File: src/rtl/bmp_pixel_extractor.sv
`default_nettype none
// ============================================================================
// Module   : bmp_pixel_extractor
// Purpose  : Splits a 24-bpp BMP byte stream into header/gap bytes and pixel
//            bytes, discarding row padding.
// Revision : 1.0
// ============================================================================
module bmp_pixel_extractor #(
  parameter int FF_DATA_WIDTH = 8,
  parameter int DIM_W         = 16
) (
  input  logic                     clk,
  input  logic                     rst_n,
  input  logic                     start,
  input  logic [FF_DATA_WIDTH-1:0] src_data,
  input  logic                     src_empty,
  output logic                     src_rd,
  input  logic                     hdr_full,
  output logic [FF_DATA_WIDTH-1:0] hdr_data,
  output logic                     hdr_wr,
  input  logic                     ff_full,
  output logic [FF_DATA_WIDTH-1:0] ff_data,
  output logic                     ff_wr,
  output logic [DIM_W-1:0]         img_width,
  output logic [DIM_W-1:0]         img_height,
  output logic                     hdr_ok,
  output logic                     busy,
  output logic                     done,
  output logic                     err
);

  typedef enum logic [2:0] {
    S_IDLE    = 3'd0,
    S_FETCH   = 3'd1,
    S_CAPTURE = 3'd2,
    S_FINISH  = 3'd3,
    S_ERROR   = 3'd4
  } state_t;

  typedef enum logic [1:0] {
    P_HDR = 2'd0,
    P_GAP = 2'd1,
    P_PIX = 2'd2,
    P_PAD = 2'd3
  } phase_t;

  localparam logic [31:0]      HDR_LEN = 32'd54;
  localparam logic [DIM_W+1:0] COL_ONE = 1;
  localparam logic [DIM_W-1:0] DIM_ONE = 1;

  state_t                   state_q, state_d;
  phase_t                   phase_q, phase_d;
  logic [5:0]               hdr_idx_q, hdr_idx_d;
  logic [7:0]               b0_q, b0_d, b1_q, b1_d;
  logic [31:0]              offset_q, offset_d, width_q, width_d, height_q, height_d;
  logic [15:0]              bpp_q, bpp_d;
  logic [31:0]              gap_rem_q, gap_rem_d;
  logic [DIM_W+1:0]         col_q, col_d;
  logic [DIM_W-1:0]         row_q, row_d;
  logic [1:0]               pad_cnt_q, pad_cnt_d;
  logic [DIM_W-1:0]         img_width_q, img_width_d, img_height_q, img_height_d;
  logic                     hdr_ok_q, hdr_ok_d, busy_q, busy_d, done_q, done_d, err_q, err_d;
  logic                     hdr_wr_q, hdr_wr_d, ff_wr_q, ff_wr_d;
  logic [FF_DATA_WIDTH-1:0] hdr_data_q, hdr_data_d, ff_data_q, ff_data_d;

  logic [DIM_W+1:0]         row_bytes;
  logic [1:0]               pad_len;
  logic                     tgt_full;
  logic                     hdr_good;
  logic                     end_row;

  assign row_bytes = {2'b00, img_width_q} + {1'b0, img_width_q, 1'b0};
  assign pad_len   = 2'd0 - row_bytes[1:0];
  assign tgt_full  = (phase_q == P_PIX) ? ff_full : (phase_q == P_PAD) ? 1'b0 : hdr_full;

  // All header fields are already captured by the time byte 53 arrives.
  assign hdr_good = (b0_q == 8'h42) && (b1_q == 8'h4D) && (bpp_q == 16'd24) &&
                    (offset_q >= HDR_LEN) && (width_q != 32'd0) && (height_q != 32'd0) &&
                    ((width_q >> DIM_W) == 32'd0) && ((height_q >> DIM_W) == 32'd0);

  always_comb begin
    state_d      = state_q;
    phase_d      = phase_q;
    hdr_idx_d    = hdr_idx_q;
    b0_d         = b0_q;
    b1_d         = b1_q;
    offset_d     = offset_q;
    width_d      = width_q;
    height_d     = height_q;
    bpp_d        = bpp_q;
    gap_rem_d    = gap_rem_q;
    col_d        = col_q;
    row_d        = row_q;
    pad_cnt_d    = pad_cnt_q;
    img_width_d  = img_width_q;
    img_height_d = img_height_q;
    hdr_ok_d     = hdr_ok_q;
    busy_d       = busy_q;
    err_d        = err_q;
    done_d       = 1'b0;
    hdr_wr_d     = 1'b0;
    ff_wr_d      = 1'b0;
    hdr_data_d   = hdr_data_q;
    ff_data_d    = ff_data_q;
    src_rd       = 1'b0;
    end_row      = 1'b0;

    case (state_q)
      S_IDLE, S_ERROR: begin
        if (start) begin
          state_d      = S_FETCH;
          phase_d      = P_HDR;
          hdr_idx_d    = 6'd0;
          b0_d         = 8'd0;
          b1_d         = 8'd0;
          offset_d     = 32'd0;
          width_d      = 32'd0;
          height_d     = 32'd0;
          bpp_d        = 16'd0;
          gap_rem_d    = 32'd0;
          col_d        = '0;
          row_d        = '0;
          pad_cnt_d    = 2'd0;
          img_width_d  = '0;
          img_height_d = '0;
          hdr_ok_d     = 1'b0;
          err_d        = 1'b0;
          busy_d       = 1'b1;
        end
      end

      S_FETCH: begin
        // A write still leaving this cycle blocks the read to keep strobes apart.
        if (!src_empty && !tgt_full && !hdr_wr_q && !ff_wr_q) begin
          src_rd  = 1'b1;
          state_d = S_CAPTURE;
        end
      end

      S_CAPTURE: begin
        state_d = S_FETCH;
        case (phase_q)
          P_HDR: begin
            hdr_wr_d   = 1'b1;
            hdr_data_d = src_data;
            hdr_idx_d  = hdr_idx_q + 6'd1;
            if (hdr_idx_q == 6'd0) b0_d = src_data[7:0];
            if (hdr_idx_q == 6'd1) b1_d = src_data[7:0];
            if (hdr_idx_q >= 6'd10 && hdr_idx_q <= 6'd13) offset_d = {src_data[7:0], offset_q[31:8]};
            if (hdr_idx_q >= 6'd18 && hdr_idx_q <= 6'd21) width_d  = {src_data[7:0], width_q[31:8]};
            if (hdr_idx_q >= 6'd22 && hdr_idx_q <= 6'd25) height_d = {src_data[7:0], height_q[31:8]};
            if (hdr_idx_q >= 6'd28 && hdr_idx_q <= 6'd29) bpp_d    = {src_data[7:0], bpp_q[15:8]};
            if (hdr_idx_q == 6'd53) begin
              if (hdr_good) begin
                hdr_ok_d     = 1'b1;
                img_width_d  = width_q[DIM_W-1:0];
                img_height_d = height_q[DIM_W-1:0];
                gap_rem_d    = offset_q - HDR_LEN;
                phase_d      = (offset_q == HDR_LEN) ? P_PIX : P_GAP;
              end else begin
                state_d = S_ERROR;
                err_d   = 1'b1;
                busy_d  = 1'b0;
              end
            end
          end
          P_GAP: begin
            hdr_wr_d   = 1'b1;
            hdr_data_d = src_data;
            gap_rem_d  = gap_rem_q - 32'd1;
            if (gap_rem_q == 32'd1) phase_d = P_PIX;
          end
          P_PIX: begin
            ff_wr_d   = 1'b1;
            ff_data_d = src_data;
            if (col_q == row_bytes - COL_ONE) begin
              col_d = '0;
              if (pad_len == 2'd0) begin
                end_row = 1'b1;
              end else begin
                phase_d   = P_PAD;
                pad_cnt_d = 2'd0;
              end
            end else begin
              col_d = col_q + COL_ONE;
            end
          end
          default: begin
            if (pad_cnt_q == pad_len - 2'd1) end_row = 1'b1;
            else pad_cnt_d = pad_cnt_q + 2'd1;
          end
        endcase

        if (end_row) begin
          if (row_q == img_height_q - DIM_ONE) begin
            state_d = S_FINISH;
            done_d  = 1'b1;
            busy_d  = 1'b0;
          end else begin
            row_d   = row_q + DIM_ONE;
            phase_d = P_PIX;
          end
        end
      end

      S_FINISH: state_d = S_IDLE;

      default: state_d = S_IDLE;
    endcase
  end

  always_ff @(posedge clk) begin
    if (!rst_n) begin
      state_q      <= S_IDLE;
      phase_q      <= P_HDR;
      hdr_idx_q    <= 6'd0;
      b0_q         <= 8'd0;
      b1_q         <= 8'd0;
      offset_q     <= 32'd0;
      width_q      <= 32'd0;
      height_q     <= 32'd0;
      bpp_q        <= 16'd0;
      gap_rem_q    <= 32'd0;
      col_q        <= '0;
      row_q        <= '0;
      pad_cnt_q    <= 2'd0;
      img_width_q  <= '0;
      img_height_q <= '0;
      hdr_ok_q     <= 1'b0;
      busy_q       <= 1'b0;
      done_q       <= 1'b0;
      err_q        <= 1'b0;
      hdr_wr_q     <= 1'b0;
      ff_wr_q      <= 1'b0;
      hdr_data_q   <= '0;
      ff_data_q    <= '0;
    end else begin
      state_q      <= state_d;
      phase_q      <= phase_d;
      hdr_idx_q    <= hdr_idx_d;
      b0_q         <= b0_d;
      b1_q         <= b1_d;
      offset_q     <= offset_d;
      width_q      <= width_d;
      height_q     <= height_d;
      bpp_q        <= bpp_d;
      gap_rem_q    <= gap_rem_d;
      col_q        <= col_d;
      row_q        <= row_d;
      pad_cnt_q    <= pad_cnt_d;
      img_width_q  <= img_width_d;
      img_height_q <= img_height_d;
      hdr_ok_q     <= hdr_ok_d;
      busy_q       <= busy_d;
      done_q       <= done_d;
      err_q        <= err_d;
      hdr_wr_q     <= hdr_wr_d;
      ff_wr_q      <= ff_wr_d;
      hdr_data_q   <= hdr_data_d;
      ff_data_q    <= ff_data_d;
    end
  end

  assign hdr_data   = hdr_data_q;
  assign hdr_wr     = hdr_wr_q;
  assign ff_data    = ff_data_q;
  assign ff_wr      = ff_wr_q;
  assign img_width  = img_width_q;
  assign img_height = img_height_q;
  assign hdr_ok     = hdr_ok_q;
  assign busy       = busy_q;
  assign done       = done_q;
  assign err        = err_q;

endmodule
`default_nettype wire
File: config.mk
export PLATFORM = sky130hd
export DESIGN_NAME = bmp_pixel_extractor
export DESIGN_NICKNAME = d
export VERILOG_FILES = /design/src/rtl/bmp_pixel_extractor.sv
export SDC_FILE = /design/constraint.sdc
export NUM_CORES = 1
export LEC_CHECK = 0
export BUFFER_PORTS_ARGS = -buffer_cell sky130_fd_sc_hd__buf_2
export CAP_MARGIN = 20
export CORE_ASPECT_RATIO = 1.25
export CORE_UTILIZATION = 55
export DETAILED_ROUTE_END_ITERATION = 10
export GPL_ROUTABILITY_DRIVEN = 0
export PLACE_DENSITY = 0.73
export SYNTH_ARGS = -nofsm -noshare
export SYNTH_HDL_FRONTEND = slang
export SYNTH_SLANG_ARGS = --single-unit
File: constraint.sdc
create_clock -name clk -period 4.9 [get_ports clk]
set_input_delay 0.245 -clock clk [delete_from_list [all_inputs] [get_ports clk]]
set_output_delay 0.245 -clock clk [all_outputs]
set_load 0.005 [all_outputs]
==> summary.json <==
{
  "setup_viol_count_final": 0,
  "clkSlewWorstSetupHoldPaths_ps": 60,
  "crit_fanout": 23,
  "cap_viol_max_count": 0,
  "path_buf_inv": 0,
  "filler_cell_count": 2224,
  "number_of_inserted_diodes": 0,
  "cts_made_buffers": 27,
  "finalCritPeriodShare_pct": 93.6,
  "crit_path_kind": "reg -> reg",
  "design_area_um2": 15500,
  "grt_start_max_net_pins": 111,
  "effective_utilization_at_floorplan_pct": 56.7,
  "p_seq_share_pct": 47.8,
  "internal_power_mw": 3.42,
  "crit_family": "simple AND/OR/NAND/NOR gates",
  "route.vias.total": 13600,
  "p_leak_nw": 5.87,
  "netlist_top_cells_count": "sky130_fd_sc_hd__dfxtp_1, sky130_fd_sc_hd__nand2_1, sky130_fd_sc_hd__a21oi_1",
  "buffer_ports.inserted": 68,
  "synth_largest_area_cell": "sky130_fd_sc_hd__dfxtp_1",
  "run_status": "complete, no violations",
  "detail_route.wl_per_cell_um": 18.2,
  "viasPerCell": 6.20,
  "clock-skew-final_ps": 28.8,
  "number_of_violations_reported_at_the_end_of_detailed_routing_iteration_0": 1097,
  "1st_pass_router_iterations": 8,
  "fin_util_pct": 62.8,
  "synth_area_um2": 14000,
  "track_usage_pct": 30.8,
  "cts_htree_levels": 1,
  "fp.dieArea_um2": 26100,
  "worstSetupEndpointType": "flip-flop",
  "net_sw_share_pct": 24.6,
  "pwr-share-comb_pct": 8.0,
  "p_sw_mw": 1.11,
  "area_delta_synth_final_pct": 10.8,
  "clock_path_buffers": 3,
  "slowest_stage": "sky130_fd_sc_hd__or4_4",
  "synthArstFlopShare_pct": 0,
  "count_of_distinct_cell_types_in_the_synthesized_netlist": 86,
  "critPathRequiredTime_ps": 5390,
  "post_synthesis_cells": 1835,
  "max_freq_ghz": 0.218,
  "hold_violations": 0,
  "congestion_overflow_gr": 0,
  "library_cell_with_the_highest_instance_count_after_synthesis": "sky130_fd_sc_hd__dfxtp_1",
  "first_pass_grt_wire_length_um": 64900,
  "cpPeakStageDelay_ps": 550,
  "synth_top_area_share_pct": 37.3,
  "clock_power_share_pct": 44.2,
  "die_height_um": 181,
  "cp_cell_sequence": "ha_1, fa_1, a211o_1, nand3_1, o311ai_2, or3_1, or4_4, nor4b_4, mux2i_1, or3_4, a21oi_4, nand2_2, nor4_1, a21o_1",
  "max_slew_margin_pct": 27.9,
  "vdd_ir_drop_max_mv": 0.321,
  "tritoncts": "built",
  "pwr_dens_nw_per_um2": 291,
  "fraction_of_final_layout_cells_with_drive_strength_greater_than_1_pct": 9.51,
  "core_region_area_um2": 24700,
  "floorplan.io_pins": 69,
  "timing.critical_path.arrival_ps": 5080,
  "hpwl_um": 27900,
  "max_slew.worst_pin.slew_ps": 1080,
  "placedInstanceArea_um2": 14600,
  "clock_sink_count": 261,
  "nets_finish": 1901,
  "drtAntennaViolNets": 0,
  "synth_sequential_area_ratio_pct": 37.3,
  "clock_latency_ps": 550,
  "startpoint_type": "flip-flop",
  "floorplan.rows": 64,
  "hold_path.class": "in -> reg",
  "synth_top_flop_cell": "sky130_fd_sc_hd__dfxtp_1",
  "synth.ff_latch_count": 261,
  "postSynthAreaPerCell_um2": 7.64,
  "edff_count_synth": 0,
  "slew_violations": 0,
  "floorplan.die.width_um": 145,
  "cts_root_buffer": "sky130_fd_sc_hd__clkbuf_16",
  "final_wl_um": 40100,
  "synthesis.yosys.warnings": 0,
  "fin_crit_ps": 4590,
  "detail_route.drc_violations": 0,
  "netlist_top_cells_area": "sky130_fd_sc_hd__dfxtp_1, sky130_fd_sc_hd__a21oi_1, sky130_fd_sc_hd__nand2_1",
  "number_of_global_route_vias_before_repair": 12800,
  "grt_antenna_before_repair": 0,
  "synth_fp_nets": 1878
}
[final cells by class]
class	instances	area [um^2]	share of cell area, %
sequential	261	5230	33.6
timing repair buffer	105	646	4.16
tap	330	413	2.66
clock inverter	6	86.3	0.556
multi-input combinational	1434	8300	53.4
inverter	29	114	0.733
clock buffer	37	753	4.85
[worst min-delay path: stages]
cell                       delay [ps]
sky130_fd_sc_hd__buf_2            110
sky130_fd_sc_hd__nand3b_1         110
sky130_fd_sc_hd__a21oi_1           50
[state kept, by name, indices dropped and copies added, names as in the netlist, 8 cells and up]
name	flops
height_q	32
col_q	18
b1_q	8
b0_q	8
row_q	16
offset_q	32
width_q	32
gap_rem_q	32
bpp_q	16
img_height	16
img_width	16
ff_data	8
hdr_data	8
[repair_timing]
item	in CTS	in global routing
setup endpoints to repair	0	15
endpoints found under the hold margin	16	0
buffers inserted	0	1
resized for setup	0	6
hold buffers	8	0
[final timing paths]
check / start / end / slack [ps] / cells past startpoint
worst min register to register: ff_data[1]$_SDFFE_PN0P_ / ff_data[1]$_SDFFE_PN0P_ / 450 / 2
worst max register to register: img_width[1]$_SDFFE_PN0P_ / col_q[5]$_SDFFE_PN0P_ / 310 / 14
worst min-delay path: start / state_q[2]$_SDFFE_PN0P_ / 20 / 3
worst max-delay path: img_width[1]$_SDFFE_PN0P_ / col_q[5]$_SDFFE_PN0P_ / 310 / 14
[metrics by stage]
step                total power, mW  hold WS (ps)  worst slack (ps)  instances  TNS, ps
global route                   4.68          21.7             -1.04       2202    -1.04
global placement               2.55           440               417       2149        0
CTS                            4.53          16.2               195       2200        0
floorplan                      2.46           381               776       1835        0
finish                         4.53          16.7               311       2202        0
detailed placement             2.56           444               202       2149        0
[layer usage]
| metal | vias to the layer above | wire [um] | track usage, % |
|---|---|---|---|
| met2 | 471 | 19400 | 52.1 |
| met1 | 6410 | 16500 | 37.9 |
| met3 | 120 | 2390 | 4.31 |
| met5 | - | 0 | 0 |
| li1 | 6642 | - | - |
| met4 | 0 | 1790 | 14.7 |
[power by group through the flow]
| stage | Clock (mW) | Combinational [mW] | Sequential, mW |
|---|---|---|---|
| final | 2.00 | 0.363 | 2.16 |
| after global routing | 2.11 | 0.396 | 2.17 |
| after CTS | 2.01 | 0.355 | 2.16 |
| after detailed placement | 0 | 0.346 | 2.21 |
| after global placement | 0 | 0.343 | 2.21 |
| after floorplan | 0 | 0.253 | 2.20 |
[kinds of logic after synthesis]
group / Yosys count / share of synthesized area (%)
DFF: 261 / 37.3
muxes: 6 / 0.437
and+or+nand+nor: 848 / 29.0
AOI/OAI and AO/OA: 454 / 20.6
buffers and inverters: 140 / 3.92
adders and majority gates: 29 / 2.64
xor gates and xnor gates: 97 / 6.16
[placed cells by master (no fill, tap or decap), types with 19 or more instances in the layout]
cell                          n
sky130_fd_sc_hd__dfxtp_1    261
sky130_fd_sc_hd__nand2_1    252
sky130_fd_sc_hd__a21oi_1    230
sky130_fd_sc_hd__nor2_1     224
sky130_fd_sc_hd__nand3_1    134
sky130_fd_sc_hd__buf_2       68
sky130_fd_sc_hd__xnor2_1     49
sky130_fd_sc_hd__xor2_1      47
sky130_fd_sc_hd__nor4_1      44
sky130_fd_sc_hd__nor3_1      43
sky130_fd_sc_hd__o21ai_0     32
sky130_fd_sc_hd__nand4_1     28
sky130_fd_sc_hd__ha_1        28
sky130_fd_sc_hd__buf_4       28
sky130_fd_sc_hd__inv_1       27
sky130_fd_sc_hd__clkbuf_16   27
sky130_fd_sc_hd__and3_1      20
sky130_fd_sc_hd__o2111ai_1   19
Note: power is estimated with default switching activity, not from simulation.
